--- src/rtl/iter_divider.sv ---
// Multi-cycle restoring integer divider: one quotient bit per clock, signed/unsigned
// operation, divide-by-zero and signed-overflow flags, start/ready/valid handshake.
module iter_divider #(
    parameter int WIDTH = 8
) (
    input  logic             clk,
    input  logic             rst,
    input  logic             start,
    input  logic             signed_mode,
    input  logic [WIDTH-1:0] dividend,
    input  logic [WIDTH-1:0] divisor,
    output logic             ready,
    output logic             busy,
    output logic             valid,
    output logic [WIDTH-1:0] quotient,
    output logic [WIDTH-1:0] remainder,
    output logic             div_by_zero,
    output logic             overflow
);

    localparam int CW = (WIDTH > 2) ? $clog2(WIDTH) : 1;
    localparam logic [CW-1:0]    CNT_TOP  = CW'(WIDTH - 1);
    localparam logic [WIDTH-1:0] MOST_NEG = {1'b1, {(WIDTH-1){1'b0}}};
    localparam logic [WIDTH-1:0] ALL_ONES = {WIDTH{1'b1}};

    typedef enum logic [2:0] {
        IDLE,
        LOAD,
        CALC,
        FIX,
        DONE
    } state_t;

    state_t state;
    state_t next_state;

    logic             accept;

    logic [WIDTH-1:0] dvd_reg;
    logic [WIDTH-1:0] dvs_reg;
    logic             mode_reg;
    logic             zero_reg;

    logic [WIDTH-1:0] dvd_mag;
    logic [WIDTH-1:0] dvs_mag;
    logic             sign_q;
    logic             sign_r;
    logic [WIDTH:0]   part_rem;
    logic [WIDTH-1:0] q_sh;
    logic [CW-1:0]    cnt;

    logic             dvd_neg;
    logic             dvs_neg;
    logic [WIDTH-1:0] dvd_abs;
    logic [WIDTH-1:0] dvs_abs;
    logic [WIDTH:0]   shifted;
    logic [WIDTH:0]   trial;
    logic [WIDTH-1:0] q_final;
    logic [WIDTH-1:0] r_final;

    always_ff @(posedge clk or negedge rst) begin
        if (!rst) begin
            state <= IDLE;
        end else begin
            state <= next_state;
        end
    end

    always_comb begin
        next_state = state;
        ready      = 1'b0;
        busy       = 1'b0;
        valid      = 1'b0;
        accept     = 1'b0;
        case (state)
            IDLE: begin
                ready = 1'b1;
                if (start) begin
                    accept     = 1'b1;
                    next_state = LOAD;
                end
            end
            LOAD: begin
                busy       = 1'b1;
                next_state = zero_reg ? DONE : CALC;
            end
            CALC: begin
                busy = 1'b1;
                if (cnt == '0) begin
                    next_state = FIX;
                end
            end
            FIX: begin
                busy       = 1'b1;
                next_state = DONE;
            end
            DONE: begin
                ready = 1'b1;
                valid = 1'b1;
                if (start) begin
                    accept     = 1'b1;
                    next_state = LOAD;
                end else begin
                    next_state = IDLE;
                end
            end
            default: begin
                next_state = IDLE;
            end
        endcase
    end

    // Magnitudes wrap naturally: the most negative value negates to itself, which
    // reads as 2^(WIDTH-1) when treated as unsigned.
    assign dvd_neg = mode_reg & dvd_reg[WIDTH-1];
    assign dvs_neg = mode_reg & dvs_reg[WIDTH-1];
    assign dvd_abs = dvd_neg ? (~dvd_reg + 1'b1) : dvd_reg;
    assign dvs_abs = dvs_neg ? (~dvs_reg + 1'b1) : dvs_reg;

    assign shifted = {part_rem[WIDTH-1:0], dvd_mag[cnt]};
    assign trial   = shifted - {1'b0, dvs_mag};

    assign q_final = sign_q ? (~q_sh + 1'b1) : q_sh;
    assign r_final = sign_r ? (~part_rem[WIDTH-1:0] + 1'b1) : part_rem[WIDTH-1:0];

    always_ff @(posedge clk or negedge rst) begin
        if (!rst) begin
            dvd_reg  <= '0;
            dvs_reg  <= '0;
            mode_reg <= 1'b0;
            zero_reg <= 1'b0;
        end else if (accept) begin
            dvd_reg  <= dividend;
            dvs_reg  <= divisor;
            mode_reg <= signed_mode;
            zero_reg <= (divisor == '0);
        end
    end

    always_ff @(posedge clk or negedge rst) begin
        if (!rst) begin
            dvd_mag  <= '0;
            dvs_mag  <= '0;
            sign_q   <= 1'b0;
            sign_r   <= 1'b0;
            part_rem <= '0;
            q_sh     <= '0;
            cnt      <= '0;
        end else begin
            case (state)
                LOAD: begin
                    dvd_mag  <= dvd_abs;
                    dvs_mag  <= dvs_abs;
                    sign_q   <= dvd_neg ^ dvs_neg;
                    sign_r   <= dvd_neg;
                    part_rem <= '0;
                    q_sh     <= '0;
                    cnt      <= CNT_TOP;
                end
                CALC: begin
                    // Restoring step: keep the subtraction only when it does not go negative.
                    if (!trial[WIDTH]) begin
                        part_rem  <= trial;
                        q_sh[cnt] <= 1'b1;
                    end else begin
                        part_rem <= shifted;
                    end
                    cnt <= cnt - 1'b1;
                end
                default: begin
                end
            endcase
        end
    end

    always_ff @(posedge clk or negedge rst) begin
        if (!rst) begin
            quotient    <= '0;
            remainder   <= '0;
            div_by_zero <= 1'b0;
            overflow    <= 1'b0;
        end else if (accept) begin
            div_by_zero <= 1'b0;
            overflow    <= 1'b0;
        end else if (state == LOAD && zero_reg) begin
            quotient    <= ALL_ONES;
            remainder   <= dvd_reg;
            div_by_zero <= 1'b1;
        end else if (state == FIX) begin
            quotient  <= q_final;
            remainder <= r_final;
            overflow  <= mode_reg && (dvd_reg == MOST_NEG) && (dvs_reg == ALL_ONES);
        end
    end

endmodule

--- config.mk ---
export PLATFORM = sky130hd
export DESIGN_NAME = iter_divider
export DESIGN_NICKNAME = d
export VERILOG_FILES = /design/src/rtl/iter_divider.sv
export SDC_FILE = /design/constraint.sdc
export NUM_CORES = 1
export LEC_CHECK = 0
export ABC_AREA = 1
export CORE_ASPECT_RATIO = 0.6
export CORE_MARGIN = 4
export CORE_UTILIZATION = 45
export DETAILED_ROUTE_END_ITERATION = 16
export HOLD_SLACK_MARGIN = 0.02
export PLACE_DENSITY = 0.65
export SYNTH_ARGS = -nofsm -noshare
export SYNTH_HDL_FRONTEND = slang
export SYNTH_SLANG_ARGS = --single-unit
--- constraint.sdc ---
create_clock -name clk -period 3.5 [get_ports clk]
set_clock_uncertainty 0.2 [all_clocks]
set_input_delay 0.875 -clock clk [delete_from_list [all_inputs] [get_ports clk]]
set_output_delay 0.875 -clock clk [all_outputs]
set_load 0.02 [all_outputs]
-- Word level (Yosys, flattened, before mapping)
Cells that the tools add are included.
- $add $sub $neg: 6
- $lt $le $gt $ge: 2
- eq/ne operators: 10
- mux-type cells: 32
- bitwise operators: 9
- reductions and logical operators: 17
- operators by type and width (kind ; count):
    two-way mux 8 bit ; 10
    adder 8 x 1 -> 8 bit (second input constant) ; 4
    NOT 8 bit ; 4
    one-hot mux 8 bit (2 select lines) ; 2
    equality test 8 bit (second input constant) ; 2
    one-hot mux 3 bit (5 select lines) ; 1
    two-way mux 1 bit ; 13
    two-way mux 3 bit ; 3
    subtractor 9 x 8 -> 9 bit ; 1
    zero test 8 bit ; 1
    != test 2 bit (second input constant) ; 4
    bitwise OR 8 bit ; 1
    AND reduction 2 bit ; 4
    nonzero test 2 bit ; 4
    equality test 3 x 2 -> 1 bit (second input constant) ; 2
    zero test 3 bit ; 2
    one-hot mux 3 bit (2 select lines) ; 1
    logical AND 1 bit ; 4
    < comparator 3 x 4 -> 1 bit (second input constant) ; 1
    binary-select mux 1 bit (select 3 bit) ; 1
    demux 1 bit (select 3 bit) ; 1
    equality test 3 x 1 -> 1 bit (second input constant) ; 1
    equality test 3 bit (second input constant) ; 1
    >= comparator 3 x 1 -> 1 bit (second input constant) ; 1
    6 further kinds ; 7
- flip-flop bits (word level): 76
- input bits: 20
- output and inout bits: 21
- logic and storage cells: 92

-- Depth between registers and ports, before layout
- depth after elaboration: 7
- gate-level depth with buffers: 20
- gate-level depth less buffers: 20

-- Worst setup path after synthesis
Ideal clock, no wire load.
- kind: reg-to-reg
- start point: register cnt[1]
- end point: register q_sh[4]
- library setup time: 117 ps
- arrival time: 2213 ps
- required time: 3183 ps
- setup slack: 971 ps
- cell stages (with the launch flop): 18
- buffers on the path: 0
- clock period less this slack: 2529 ps
- path through: dfrtp_1 -> clkinv_1 -> nand2_1 -> nand2_1 -> nand2_1 -> nand2_1 -> inv_1 -> ha_1 -> inv_1 -> fa_1 -> nand2_1 -> nand2_2 -> nand3_2 -> nand3_2 -> nand3_4 -> nand2_4 -> nand2_1 -> nand2_1
- longest elaborated chain between the ends: 7
- elaborated cells on any way between the ends: 13
- those cells by class: add/sub: 1; order compare: 2; eq/ne: 1; mux: 6; bitwise: 1; reduce/logical: 2
- RTL lines (what ; RTL line ; RTL):
    start: declaration ; 50 ; logic [CW-1:0] cnt;
    start signal: assignment ; 168 ; cnt <= cnt - 1'b1;
    branches (longest 7 deep; another with subtractor 9 x 8 -> 9 bit) ; n/a ;
    end signal: assignment ; 147 ; q_sh <= '0;
    end signal: assignment ; 157 ; q_sh <= '0;
    end signal: indexed assignment ; 164 ; q_sh[cnt] <= 1'b1;
    end: declaration ; 49 ; logic [WIDTH-1:0] q_sh;
Parallel ways; which one is timed is not known. The select of a mux whose other input is x is not followed.
A chain may end at the register's enable or synchronous reset.

-- Worst setup path in the final report
- start point: register cnt[0]
- end point: register q_sh[6]
The elaborated chain is that of the path after synthesis.

==> results_dict.tcl <==
set metrics [dict create \
    pwr_density_cell_mw_per_mm2 996 \
    status "finished, final reports clean" \
    totalWireLength_um 11100 \
    grt_max_degree 77 \
    drt_iter0_markers 377 \
    power_mw 5.17 \
    vias_per_cell 5.15 \
    worst-path-buf-inv 3 \
    die_h_um 84.8 \
    synth.avg_cell_area_um2 7.45 \
    worstSkewPairLatency_ns 0.33 \
    antenna_found_initial 0 \
    io_pins 41 \
    crit_family "simple AND/OR/NAND/NOR gates" \
    grt_pass1_vias 3542 \
    place_area_mm2 0.00491 \
    cts.repair.resized 0 \
    cts_hold_buffers 0 \
    irDropWorstVdd_mv 0.363 \
    coreArea_mm2 0.00939 \
    ant_nets 0 \
    cts-buffers-inserted 9 \
    worstHoldEndpoint "remainder[2]" \
    placement.io_buffers 40 \
    stdcell_area_mm2 0.00520 \
    layout-drive-gt1-share 0.0598 \
    vias 3943 \
    leakagePower_nw 2.60 \
    overflow 0 \
    syn_area_mm2 0.00443 \
    tightest_slew_ns 0.952 \
    period_minus_slack_ns 3.21 \
    wl_per_cell_um 14.5 \
    r2r_slack_ns 0.29 \
    ys_seq_area_frac 0.430 \
    holdCritPathClass "flop to flop" \
    cp.arrival_ns 3.23 \
    start_util 0.471 \
    slew_headroom 0.365 \
    synth_seq_cells 76 \
    hold_depth 2 \
    path_common_cell "nand2_1" \
    area_delta_synth_final_pct 17.4 \
    hp-start "remainder[2]" \
    cts_sinks 76 \
    synth_top_area_cell "dfrtp_1" \
    gp_congestion 0.878 \
    cts.path.max_buffers 2 \
    regToRegStartpoint "cnt[0]" \
    grt.busiest_layer "met1" \
    setup_violations 0 \
    drv_slew 0 \
    syn_inst 594 \
    final.period_utilization 0.917 \
    critPathMaxStageDelay_ns 0.52 \
    synth_area_leaders "dfrtp_1 (43%), nand2_1 (16%), nand3_1 (6.7%)" \
    post_cts_buffers 0 \
    worst_path_max_delay_cell "dfrtp_1" \
    max_freq_mhz 312 \
    grt.total_usage 0.204 \
    grt_pass1_wl_um 18300 \
    dp_hpwl_um 8340 \
    ys_types 38 \
    finalSetupTns_ns 0 \
    r2r-end "q_sh[6]" \
    end_kind "flop" \
    worstPathRequired_ns 3.52 \
    cp-startpoint "cnt[0]" \
    drc_errors 0 \
    clk_pin_slew_ns 0.06 \
    cap_violations 0 \
    fp.dieArea_mm2 0.0115 \
    diodes 0 \
    critPathKind "flop to flop" \
    hold_violations 0 \
    synth_top_area_share 0.430 \
    met2_usage 0.266 \
    clock-root-buffer "clkbuf_16" \
    htree_levels 3 \
    fin_nets 666 \
    cts_tree "built" \
    synth_warnings 0 \
    use_met1 0.327 \
    rsz0062_at_grt "no" \
    startpoint_type "flop" \
    first_pass_iters 5 \
    die_w_um 136 \
    crit_fanout 11 \
    grtUsageMet3 0.0563 \
    rows 27 \
    rr_worst_depth 19 \
    postSynthNetCount 630 \
    crit_chain "clkinv_1 -> nand2_1 -> nand2_1 -> nand2_1 -> nand2_1 -> nand2_1 -> nand2_1 -> inv_1 -> ha_1 -> inv_1 -> fa_1 -> nand2_1 -> nand2_2 -> nand3_2 -> nand3_2 -> nand3_4 -> nand2_4 -> nand2_1 -> nand2_1" \
]
==> power breakdown <==
part	switching, mW	leakage [nW]	internal, mW
Clock	0.348	0.144	0.534
Sequential	0.341	0.962	1.25
Combinational	1.74	1.50	0.963
==> stage by stage <==
stage | std cells | utilization | hold slack (ns) | setup slack (ns)
floorplan | 594 | - | 0.249 | 0.971
global placement | 749 | 0.523 | 0.261 | 0.527
detailed placement | 749 | 0.523 | 0.272 | 0.355
CTS | 765 | 0.553 | 0.287 | 0.320
global route | 765 | 0.553 | 0.302 | 0.00330
finish | 765 | 0.553 | 0.282 | 0.292
==> worst reg2reg max path, stage by stage, from the launching register on <==
cell and delay [ns]:
dfrtp_1 0.52, clkinv_1 0.33, nand2_1 0.13, nand2_1 0.07
nand2_1 0.06, nand2_1 0.06, nand2_1 0.06, nand2_1 0.05
inv_1 0.09, ha_1 0.15, inv_1 0.07, fa_1 0.39
nand2_1 0.09, nand2_2 0.09, nand3_2 0.11, nand3_2 0.17
nand3_4 0.21, nand2_4 0.11, nand2_1 0.09, nand2_1 0.05
==> Yosys cell counts (all sizes together) <==
cell	number
nand4	6
inv	72
buf	12
xnor2	1
o21ai	53
nor3	4
clkinv	3
o22ai	1
fa	1
nand3	62
nand3b	4
nand2	201
xor2	11
a22oi	1
nor4	2
nor2	37
dfrtp	76
a221oi	1
clkbuf	4
o211ai	1
a21oi	18
a31oi	5
o221ai	1
ha	15
or2	1
and2	1
==> final cells by class <==
type                            count  area (um2)
Inverter                           75         284
Timing Repair Buffer               41         405
Clock buffer                       12         267
Clock inverter                      4        22.5
Sequential cell                    76        1900
Tap cell                          130         163
Fill cell                         918        4200
Multi-Input combinational cell    427        2150
==> kinds of logic (layout without fill, tap and decap cells) <==
family | Yosys count | count (layout) | share of synthesized area
AO/OA/AOI/OAI | 81 | 81 | 0.0987
AND/OR/NAND/NOR | 318 | 318 | 0.317
buffers and inverters | 91 | 132 | 0.0837
adder cells (fa/ha/maj) | 16 | 16 | 0.0469
flip-flops | 76 | 76 | 0.430
XOR/XNOR | 12 | 12 | 0.0237
==> per-layer routing <==
layer | wire, um | vias up
met5 | 0 | -
li1 | - | 1985
met1 | 5990 | 1816
met2 | 4170 | 131
met3 | 826 | 11
met4 | 121 | 0
==> layout by cell type (no fill, tap or decap), types with 4 or more instances in the layout <==
master             n
a31oi_1            5
nor3_1             4
dfrtp_1           76
o21ai_0           46
nor2_1            34
clkbuf_16          9
o21ai_1            7
nand2_4            5
xor2_1            11
ha_1              15
a21oi_1           17
inv_1             68
clkdlybuf4s50_1   39
nand3_1           59
nand3b_1           4
nand2_1          193
nand4_1            6
==> worst max path at each step <==
stage          endpoint  slack (ns)  cells after the start
2_1_floorplan   q_sh[4]        0.97                     17
3_3_place_gp    q_sh[6]        0.53                     19
3_5_place_dp    q_sh[2]        0.36                     19
4_1_cts         q_sh[2]        0.32                     19
5_1_grt         q_sh[2]       0.003                     19
6_report        q_sh[6]        0.29                     19
No activity file was read; power rests on OpenSTA's default activity.
